--- config.mk ---
export PLATFORM = sky130hd
export DESIGN_NAME = multireceive
export DESIGN_NICKNAME = d
export VERILOG_FILES = /design/src/rtl/multireceive.sv
export SDC_FILE = /design/constraint.sdc
export NUM_CORES = 1
export LEC_CHECK = 0
export ABC_AREA = 1
export CORE_ASPECT_RATIO = 0.5
export CORE_MARGIN = 4
export CORE_UTILIZATION = 60
export DETAILED_ROUTE_END_ITERATION = 7
export PLACE_DENSITY_LB_ADDON = 0.2
export SYNTH_ARGS = -nofsm -noshare
export SYNTH_HDL_FRONTEND = slang
export SYNTH_SLANG_ARGS = --single-unit
--- constraint.sdc ---
create_clock -name hwclk -period 6.8 [get_ports hwclk]
set_clock_uncertainty 0.1 [all_clocks]
set_input_delay 1.36 -clock hwclk [delete_from_list [all_inputs] [get_ports hwclk]]
set_output_delay 1.36 -clock hwclk [all_outputs]
set_load 0.03 [all_outputs]
--- src/rtl/multireceive.sv ---
// multireceive: receive stage of the 3-lane keylock link.
// Rebuilds a WIDTH-bit word from strobed 3-bit symbols (LSB symbol first), compares
// each complete frame against KEY, and latches a sticky lockout after FAIL_LIMIT
// consecutive mismatching frames.
module multireceive #(
  parameter int              WIDTH      = 32,
  parameter logic [WIDTH-1:0] KEY        = 32'd555116,
  parameter int              FAIL_LIMIT = 3
) (
  input  logic             hwclk,
  input  logic             reset,
  input  logic             enabled,
  input  logic             in0,
  input  logic             in1,
  input  logic             in2,
  input  logic             controlIn,
  output logic [WIDTH-1:0] num,
  output logic             valid,
  output logic             match,
  output logic             err,
  output logic             busy,
  output logic             locked
);

  localparam int SYMBOLS = (WIDTH + 2) / 3;
  localparam int CW      = $clog2(SYMBOLS + 1);
  localparam int FW      = 4;

  typedef enum logic [1:0] {IDLE, RECV, DONE} state_e;

  state_e           state_q, state_d;
  logic [CW-1:0]    cnt_q, cnt_d;
  logic [WIDTH-1:0] word_q, word_d;
  logic [WIDTH-1:0] num_q, num_d;
  logic             valid_q, valid_d;
  logic             match_q, match_d;
  logic             err_q, err_d;
  logic             locked_q, locked_d;
  logic [FW-1:0]    fail_q, fail_d;
  logic             ovr_q, ovr_d;

  logic [2:0]       lanes;
  logic [WIDTH-1:0] cap_word;
  logic [CW-1:0]    cap_idx;
  logic             cap_last;
  logic             complete;

  assign lanes = {in2, in1, in0};

  // Merge the current symbol into the partial word; a frame always restarts from zero in IDLE.
  always_comb begin
    // NOTE: every signal written here gets a default first so no latch can be inferred.
    cap_idx  = (state_q == IDLE) ? '0 : cnt_q;
    cap_word = (state_q == IDLE) ? '0 : word_q;
    for (int i = 0; i < WIDTH; i++) begin
      if ((i / 3) == int'(cap_idx)) cap_word[i] = lanes[i % 3];
    end
    cap_last = (cap_idx == CW'(SYMBOLS - 1));
  end

  // Next-state, framing, error pulses and key check.
  always_comb begin
    state_d  = state_q;
    cnt_d    = cnt_q;
    word_d   = word_q;
    num_d    = num_q;
    valid_d  = 1'b0;
    match_d  = match_q;
    err_d    = 1'b0;
    locked_d = locked_q;
    fail_d   = fail_q;
    ovr_d    = ovr_q;
    complete = 1'b0;

    if (!enabled) begin
      // Disabling silently abandons any partial frame.
      state_d = IDLE;
    end else begin
      case (state_q)
        IDLE, RECV: begin
          if (controlIn) begin
            word_d = cap_word;
            cnt_d  = cap_idx + CW'(1);
            if (cap_last) begin
              state_d  = DONE;
              ovr_d    = 1'b0;
              complete = 1'b1;
            end else begin
              state_d = RECV;
            end
          end else if (state_q == RECV) begin
            // Strobe dropped before the last symbol: short frame.
            err_d   = 1'b1;
            state_d = IDLE;
          end
        end
        DONE: begin
          if (!controlIn) begin
            state_d = IDLE;
          end else if (!ovr_q) begin
            // Overrun is reported once per frame; extra symbols are dropped.
            err_d = 1'b1;
            ovr_d = 1'b1;
          end
        end
        default: state_d = IDLE;
      endcase
    end

    if (complete) begin
      num_d   = cap_word;
      valid_d = 1'b1;
      if (cap_word == KEY) begin
        match_d = !locked_q;
        if (!locked_q) fail_d = '0;
      end else begin
        match_d = 1'b0;
        if (fail_q < FW'(FAIL_LIMIT)) fail_d = fail_q + FW'(1);
        if (fail_d == FW'(FAIL_LIMIT)) locked_d = 1'b1;
      end
    end
  end

  // State and output registers; reset clears everything immediately.
  always_ff @(posedge hwclk or posedge reset) begin
    // NOTE: sequential state uses non-blocking assignments so all registers update together.
    if (reset) begin
      state_q  <= IDLE;
      cnt_q    <= '0;
      word_q   <= '0;
      num_q    <= '0;
      valid_q  <= 1'b0;
      match_q  <= 1'b0;
      err_q    <= 1'b0;
      locked_q <= 1'b0;
      fail_q   <= '0;
      ovr_q    <= 1'b0;
    end else begin
      state_q  <= state_d;
      cnt_q    <= cnt_d;
      word_q   <= word_d;
      num_q    <= num_d;
      valid_q  <= valid_d;
      match_q  <= match_d;
      err_q    <= err_d;
      locked_q <= locked_d;
      fail_q   <= fail_d;
      ovr_q    <= ovr_d;
    end
  end

  assign num    = num_q;
  assign valid  = valid_q;
  assign match  = match_q;
  assign err    = err_q;
  assign locked = locked_q;
  assign busy   = (state_q != IDLE);

endmodule

==> results of run 1 <==
[stage by stage]
| stage | util (%) | instances | power (mW) | setup WS [ps] | hold slack, ps |
|---|---|---|---|---|---|
| floorplan | - | 497 | 0.625 | 3320 | 337 |
| global placement | 70.4 | 608 | 0.677 | 2500 | 361 |
| detailed placement | 70.4 | 608 | 0.681 | 2390 | 360 |
| CTS | 75.5 | 624 | 1.17 | 2730 | 373 |
| global route | 75.5 | 624 | 1.22 | 2380 | 407 |
| finish | 75.5 | 624 | 1.17 | 2720 | 378 |
[power by group through the flow]
stage	Combinational (mW)	Sequential [mW]	Clock [mW]
3_3_place_gp	0.154	0.524	0
4_1_cts	0.157	0.516	0.499
5_1_grt	0.174	0.521	0.523
3_5_place_dp	0.157	0.525	0
2_1_floorplan	0.0782	0.546	0
6_report	0.157	0.517	0.495
[routing by layer]
metal  share of wire, %  vias up
met5                  0        -
li1                   -     1698
met2                 41      148
met3                9.8       12
met1                 47     1609
met4                1.5        0
[flip-flops by register name, indices dropped and copies added (netlist names)]
signal,cells
state_q,2
ovr_q,1
locked,1
fail_q,4
match,1
word_q,32
err,1
valid,1
cnt_q,4
num,32
[worst max-delay path: cells and delay by family]
family / cells / cell delay [ps]
and+or+nand+nor: 6 / 1410
buffers and inverters: 5 / 1440
[final cells by class]
class                   count  area, sq um
inverters                  30          114
clock inverters             3         40.0
flip-flops and latches     79         1980
clock buffers              13          270
multi-input cells         364         1680
fillers                   478         1510
well taps                  88          110
repair buffers             47          460
[placed cells by master (no fill, tap or decap), types with 2 or more instances in the layout]
| cell type | count |
|---|---|
| a211oi_1 | 2 |
| a31oi_1 | 9 |
| buf_4 | 4 |
| clkbuf_16 | 9 |
| clkbuf_8 | 3 |
| clkdlybuf4s50_1 | 43 |
| clkinv_1 | 2 |
| clkinv_2 | 3 |
| dfrtp_1 | 79 |
| ha_1 | 5 |
| inv_1 | 23 |
| inv_2 | 4 |
| nand2_1 | 186 |
| nand3_1 | 26 |
| nand3b_1 | 2 |
| nand4_1 | 17 |
| nor2_1 | 36 |
| nor2_2 | 5 |
| nor3_1 | 3 |
| o21ai_0 | 54 |
| o21ai_1 | 7 |
| o21ai_2 | 2 |
[kinds of logic after synthesis]
kind of cell | share of synthesized area [%]
XOR/XNOR | 0.226
buffers and inverters | 5.72
AO/OA/AOI/OAI | 10.9
flip-flops | 51.0
multiplexers | 0.258
AND/OR/NAND/NOR | 30.2
adder cells (fa/ha/maj) | 1.61
[worst paths after layout]
kind	from	to	slack (ps)	cells past startpoint
hold reg to reg	fail_q[2]	fail_q[2]	380	2
hold / removal	fail_q[2]	fail_q[2]	380	2
setup reg to reg	state_q[0]	fail_q[3]	2950	12
setup / recovery	controlIn	fail_q[3]	2720	11
min in group asynchronous	reset	word_q[4]	1550	3
max in group asynchronous	reset	num[18]	4440	3
==> summary.log, run 1 <==
INFO  synth          ys_seq_area_share=51.0%
INFO  synth          avgSynthCellArea=7.79squm
INFO  placement      place_congestion=0.888
INFO  clock_tree     post_cts_resized=0
INFO  job            maxCapViolations=0
INFO  critical_path  worstSetupEndpointType=register
INFO  synth          synth.top_cells.by_count=186 x nand2_1, 79 x dfrtp_1, 54 x o21ai_0
INFO  sta            timing.final.max_slew_violations=0
INFO  finish         area_growth_syn_to_layout=20.0%
INFO  synth          synth_enable_flop_cells=0
INFO  finish         post_route_cells_drive_above_1_share=6.53%
INFO  floorplanning  core.rowCount=20
INFO  global_route   global_route.usage.met2=38.3%
INFO  critical_path  crit_path_cell_trace=clkdlybuf4s50_1, nand2_1, nor2_1, buf_4, clkinv_1, nor2_2, inv_2, nor2_1, nand3_1, nand2_1, inv_1
INFO  clock_tree     tritoncts_num_sinks=79
INFO  placement      port_buffers=43
INFO  pwr            p_sw_share=26.1%
INFO  synth          net_count_synth=509
INFO  critical_path  critPathSlowestCell=nor2_2
INFO  critical_path  required=6930ps
INFO  sta            grt_setup_unrepaired=no
INFO  sta            hold_violations=0
INFO  detailed_routing post-route-drc-count=0
INFO  synth          synthMostInstantiatedCell=nand2_1
INFO  clock_tree     clkLatencyLatePin=340ps
INFO  global_route   busiest_layer=met2
INFO  floorplanning  x_dimension_of_the_die=122microns
INFO  outcome        status=complete, no violations
INFO  synth          synth.lib_cells_used.distinct=30
INFO  floorplanning  num_io_pins=44
INFO  synth          synth-main-ff-cell=dfrtp_1
INFO  clock_tree     clk_pin_slew_worst_paths=50ps
INFO  placement      dp_hpwl=6270microns
INFO  critical_path  critical_path.max_fanout=48
INFO  synth          ys_ff_latch=79
INFO  detailed_routing drt_iter0_drc=265
INFO  global_route   globalRoute.totalOverflow=0
INFO  clock_tree     cts_tree=built
INFO  clock_tree     cts-buffers-inserted=9
INFO  pwr            switching_power=0.306mW
INFO  global_route   groute.usage.overall=26.9%
INFO  global_route   grt_pass1_vias=3310
INFO  critical_path  timing_worst_setup_path_type=input port to register
INFO  pwr            p_seq_share=44.2%
INFO  clock_tree     clockRootBuffer=clkbuf_16
INFO  synth          yosys_warnings=0
INFO  clock_tree     ctsHoldBuffers=0
INFO  detailed_routing route.vias.total=3467
INFO  placement      placement.cell_area=4340squm
INFO  sta            setup_viol_count_final=0
INFO  pwr            vdd_drop_max=204uV
INFO  critical_path  crit_arrival=4220ps
INFO  sta            worst_slew_margin_rel=35.2%
INFO  synth          syn-instance-count=497
INFO  detailed_routing detail_route.first_pass.iterations=5
INFO  global_route   antenna_found_initial=0
INFO  floorplanning  die-height=64.8microns
INFO  global_route   grt_max_degree=80
INFO  floorplanning  dieArea=7880squm
INFO  detailed_routing vias_per_cell=5.56
INFO  sta            layout_worst_path_cycle_share=60.0%
INFO  critical_path  timing.critical_path.from_type=input port
INFO  detailed_routing post_detailed_route_wirelength_per_cell=15.0microns
INFO  floorplanning  initial_core_utilization=62.9%
INFO  sta            min_cycle_time_layout=4080ps
INFO  finish         nNetsFinal=543
INFO  clock_tree     cts-root-to-sink-buffers=2
INFO  pwr            power_density=252nW/um^2
INFO  pwr            leakage=2.20nW
INFO  floorplanning  core_area=6160squm
INFO  synth          share_of_the_synthesized_area_in_the_top_cell_type=51.0%
INFO  clock_tree     htreeDepth=3
INFO  finish         n_antenna_cell=0
INFO  pwr            p_comb_share=13.5%
INFO  synth          synthTopCellsByArea=dfrtp_1 51%, nand2_1 18%, o21ai_0 7.0%
INFO  pwr            internal_power=0.864mW
INFO  synth          synth_top_cell_by_area=dfrtp_1
INFO  sta            timing.fmax=245MHz
INFO  global_route   grt_pass1_wl=16400microns
INFO  pwr            pwr-share-clk=42.3%
INFO  clock_tree     cts_setup_buffers=0
INFO  detailed_routing antenna_left=0
INFO  global_route   met1_track_utilization_from_global_routing=38.2%
INFO  finish         final_area=4650squm
INFO  detailed_routing wl=9370microns
INFO  sta            finalSetupTns=0ps
INFO  critical_path  critPathMaxStageDelay=710ps
INFO  sta            worstMarginPinSlew=973ps
INFO  synth          synthesis.area=3870squm
INFO  synth          synth_async_sr_flop_share=100%
INFO  min_path       worst_hold_path_type=register to register
INFO  global_route   grt_util_met3=10.1%
(Power assumes the default switching activity.)
==> run 2: changes to the inputs <==
--- a/config.mk
+++ b/config.mk
@@ -8,7 +8,7 @@
 export ABC_AREA = 1
 export CORE_ASPECT_RATIO = 0.5
 export CORE_MARGIN = 4
-export CORE_UTILIZATION = 60
+export CORE_UTILIZATION = 56
 export DETAILED_ROUTE_END_ITERATION = 7
 export PLACE_DENSITY_LB_ADDON = 0.2
 export SYNTH_ARGS = -nofsm -noshare
==> constraint.sdc (replaced) <==
create_clock -name hwclk -period 4.3 [get_ports hwclk]
set_clock_uncertainty 0.1 [all_clocks]
set_input_delay 0.86 -clock hwclk [delete_from_list [all_inputs] [get_ports hwclk]]
set_output_delay 0.86 -clock hwclk [all_outputs]
set_load 0.03 [all_outputs]
==> run 2 against run 1 <==
Effect of this change: die area up 6.5%; critical path depth up 3; flip-flop and latch count unchanged; hold slack better by 1.8 ps; non-clock buffer count up 2; largest power group is now the clock network.
==> summary.log, run 2 (synthesized netlist as in run 1, its figures left out) <==
INFO  clock_tree     htreeDepth=3
INFO  detailed_routing post_detailed_route_wirelength_per_cell=15.5microns
INFO  sta            worstMarginPinSlew=1110ps
INFO  sta            min_cycle_time_layout=3170ps
INFO  clock_tree     cts_tree=built
INFO  global_route   antenna_found_initial=0
INFO  clock_tree     tritoncts_num_sinks=79
INFO  sta            layout_worst_path_cycle_share=73.7%
INFO  placement      port_buffers=43
INFO  job            maxCapViolations=0
INFO  floorplanning  x_dimension_of_the_die=126microns
INFO  floorplanning  initial_core_utilization=57.8%
INFO  floorplanning  die-height=66.8microns
INFO  min_path       worst_hold_path_type=register to register
INFO  global_route   grt_max_degree=65
INFO  clock_tree     clkLatencyLatePin=340ps
INFO  clock_tree     cts-root-to-sink-buffers=2
INFO  floorplanning  core_area=6700squm
INFO  detailed_routing post-route-drc-count=0
INFO  critical_path  timing_worst_setup_path_type=register to register
INFO  clock_tree     clockRootBuffer=clkbuf_16
INFO  pwr            internal_power=1.50mW
INFO  sta            worst_slew_margin_rel=26.1%
INFO  global_route   grt_pass1_vias=3182
INFO  pwr            p_comb_share=12.6%
INFO  critical_path  critPathMostFrequentCell=nand2_1
INFO  placement      dp_hpwl=6670microns
INFO  finish         leading_cell_types_in_the_layout_fill_and_taps_excluded=186 x nand2_1, 79 x dfrtp_1, 54 x o21ai_0
INFO  floorplanning  num_io_pins=44
INFO  detailed_routing antenna_left=0
INFO  sta            timing.fmax=316MHz
INFO  finish         nNetsFinal=545
INFO  pwr            p_seq_share=40.9%
INFO  pwr            leakage=2.22nW
INFO  critical_path  crit_arrival=3300ps
INFO  sta            grt_setup_unrepaired=no
INFO  pwr            p_sw_share=25.0%
INFO  pwr            power_density=423nW/um^2
INFO  finish         area_growth_syn_to_layout=21.8%
INFO  global_route   groute.usage.overall=25.0%
INFO  clock_tree     cts-buffers-inserted=9
INFO  clock_tree     ctsHoldBuffers=0
INFO  outcome        status=complete, no violations
INFO  critical_path  timing.critical_path.from_type=register
INFO  detailed_routing drt_iter0_drc=393
INFO  critical_path  required=4430ps
INFO  finish         final_area=4720squm
INFO  global_route   globalRoute.totalOverflow=0
INFO  finish         layout_commonest_cell=nand2_1
INFO  floorplanning  core.rowCount=21
INFO  clock_tree     cts_setup_buffers=0
INFO  pwr            switching_power=0.497mW
INFO  detailed_routing vias_per_cell=5.59
INFO  critical_path  critical_path.max_fanout=12
INFO  clock_tree     clk_pin_slew_worst_paths=60ps
INFO  clock_tree     post_cts_resized=0
INFO  sta            timing.final.max_slew_violations=0
INFO  critical_path  crit_path_cell_trace=nor2_2, buf_4, nor2_1, inv_1, ha_1, nand4_1, nand2_1, nand2_1, nor2_1, nand2_1, nor3_1, nand3_1, nand2_1, inv_1
INFO  placement      place_congestion=0.899
INFO  critical_path  critPathMaxStageDelay=430ps
INFO  detailed_routing wl=9740microns
INFO  critical_path  worstSetupEndpointType=register
INFO  placement      placement.cell_area=4360squm
INFO  critical_path  critPathSlowestCell=ha_1
INFO  sta            finalSetupTns=0ps
INFO  sta            hold_violations=0
INFO  finish         post_route_cells_drive_above_1_share=6.88%
INFO  sta            setup_viol_count_final=0
INFO  detailed_routing detail_route.first_pass.iterations=5
INFO  floorplanning  dieArea=8390squm
INFO  detailed_routing route.vias.total=3521
INFO  pwr            vdd_drop_max=235uV
INFO  pwr            pwr-share-clk=46.5%
INFO  finish         n_antenna_cell=0
INFO  global_route   grt_pass1_wl=16200microns
==> run 2: changes by cell type in the layout (fill, tap and decap cells not counted), sizes merged <==
cell      previous run  this run
bufinv               1         4
buf                  4         6
clkinv               5         4
clkinvlp             0         1
clkbuf              13        10
==> run 2: area by class of cell <==
class / instances / area (sq um)
Clock buffer: 10 / 229
Clock inverter: 6 / 133
Fill cell: 557 / 1980
Inverter: 30 / 114
Multi-Input combinational cell: 364 / 1680
Sequential cell: 79 / 1980
Tap cell: 92 / 115
Timing Repair Buffer: 49 / 475
==> run 2: path summary, 6_finish.rpt <==
check	from	end	slack, ps	depth (start not counted)
setup / recovery	state_q[0]	fail_q[2]	1130	14
hold / removal	fail_q[3]	fail_q[3]	380	2
setup reg to reg	state_q[0]	fail_q[2]	1130	14
hold reg to reg	fail_q[3]	fail_q[3]	380	2
max in group asynchronous	reset	word_q[22]	2370	3
min in group asynchronous	reset	locked	990	2
==> run 2: stage by stage <==
| step | util, % | setup slack (ps) | instances | hold WS (ps) | power [mW] |
|---|---|---|---|---|---|
| floorplan | - | 1320 | 497 | 337 | 0.988 |
| global placement | 65.0 | 1000 | 614 | 360 | 1.07 |
| detailed placement | 65.0 | 889 | 614 | 365 | 1.08 |
| CTS | 70.4 | 1170 | 630 | 381 | 2.00 |
| global route | 70.4 | 857 | 630 | 405 | 2.07 |
| finish | 70.4 | 1130 | 630 | 380 | 1.99 |
==> run 2: routing by layer <==
metal,track usage [%],wire length [microns]
met1,35.4,4630
met2,35.3,3960
met4,8.24,144
met5,0,0
met3,9.53,1010
==> run 2: power by group through the flow <==
| stage | combinational, mW | clock (mW) | sequential (mW) |
|---|---|---|---|
| after floorplan | 0.124 | 0 | 0.864 |
| after global placement | 0.246 | 0 | 0.827 |
| after detailed placement | 0.249 | 0 | 0.828 |
| after CTS | 0.251 | 0.934 | 0.816 |
| after global routing | 0.275 | 0.973 | 0.821 |
| final | 0.251 | 0.926 | 0.816 |
==> run 2: worst max-delay path, delay by kind of cell (launching register included) <==
family,cells,cell delay (ps)
fa+ha+maj,1,430
buf+inv,3,380
flops,1,420
simple gates,10,1740
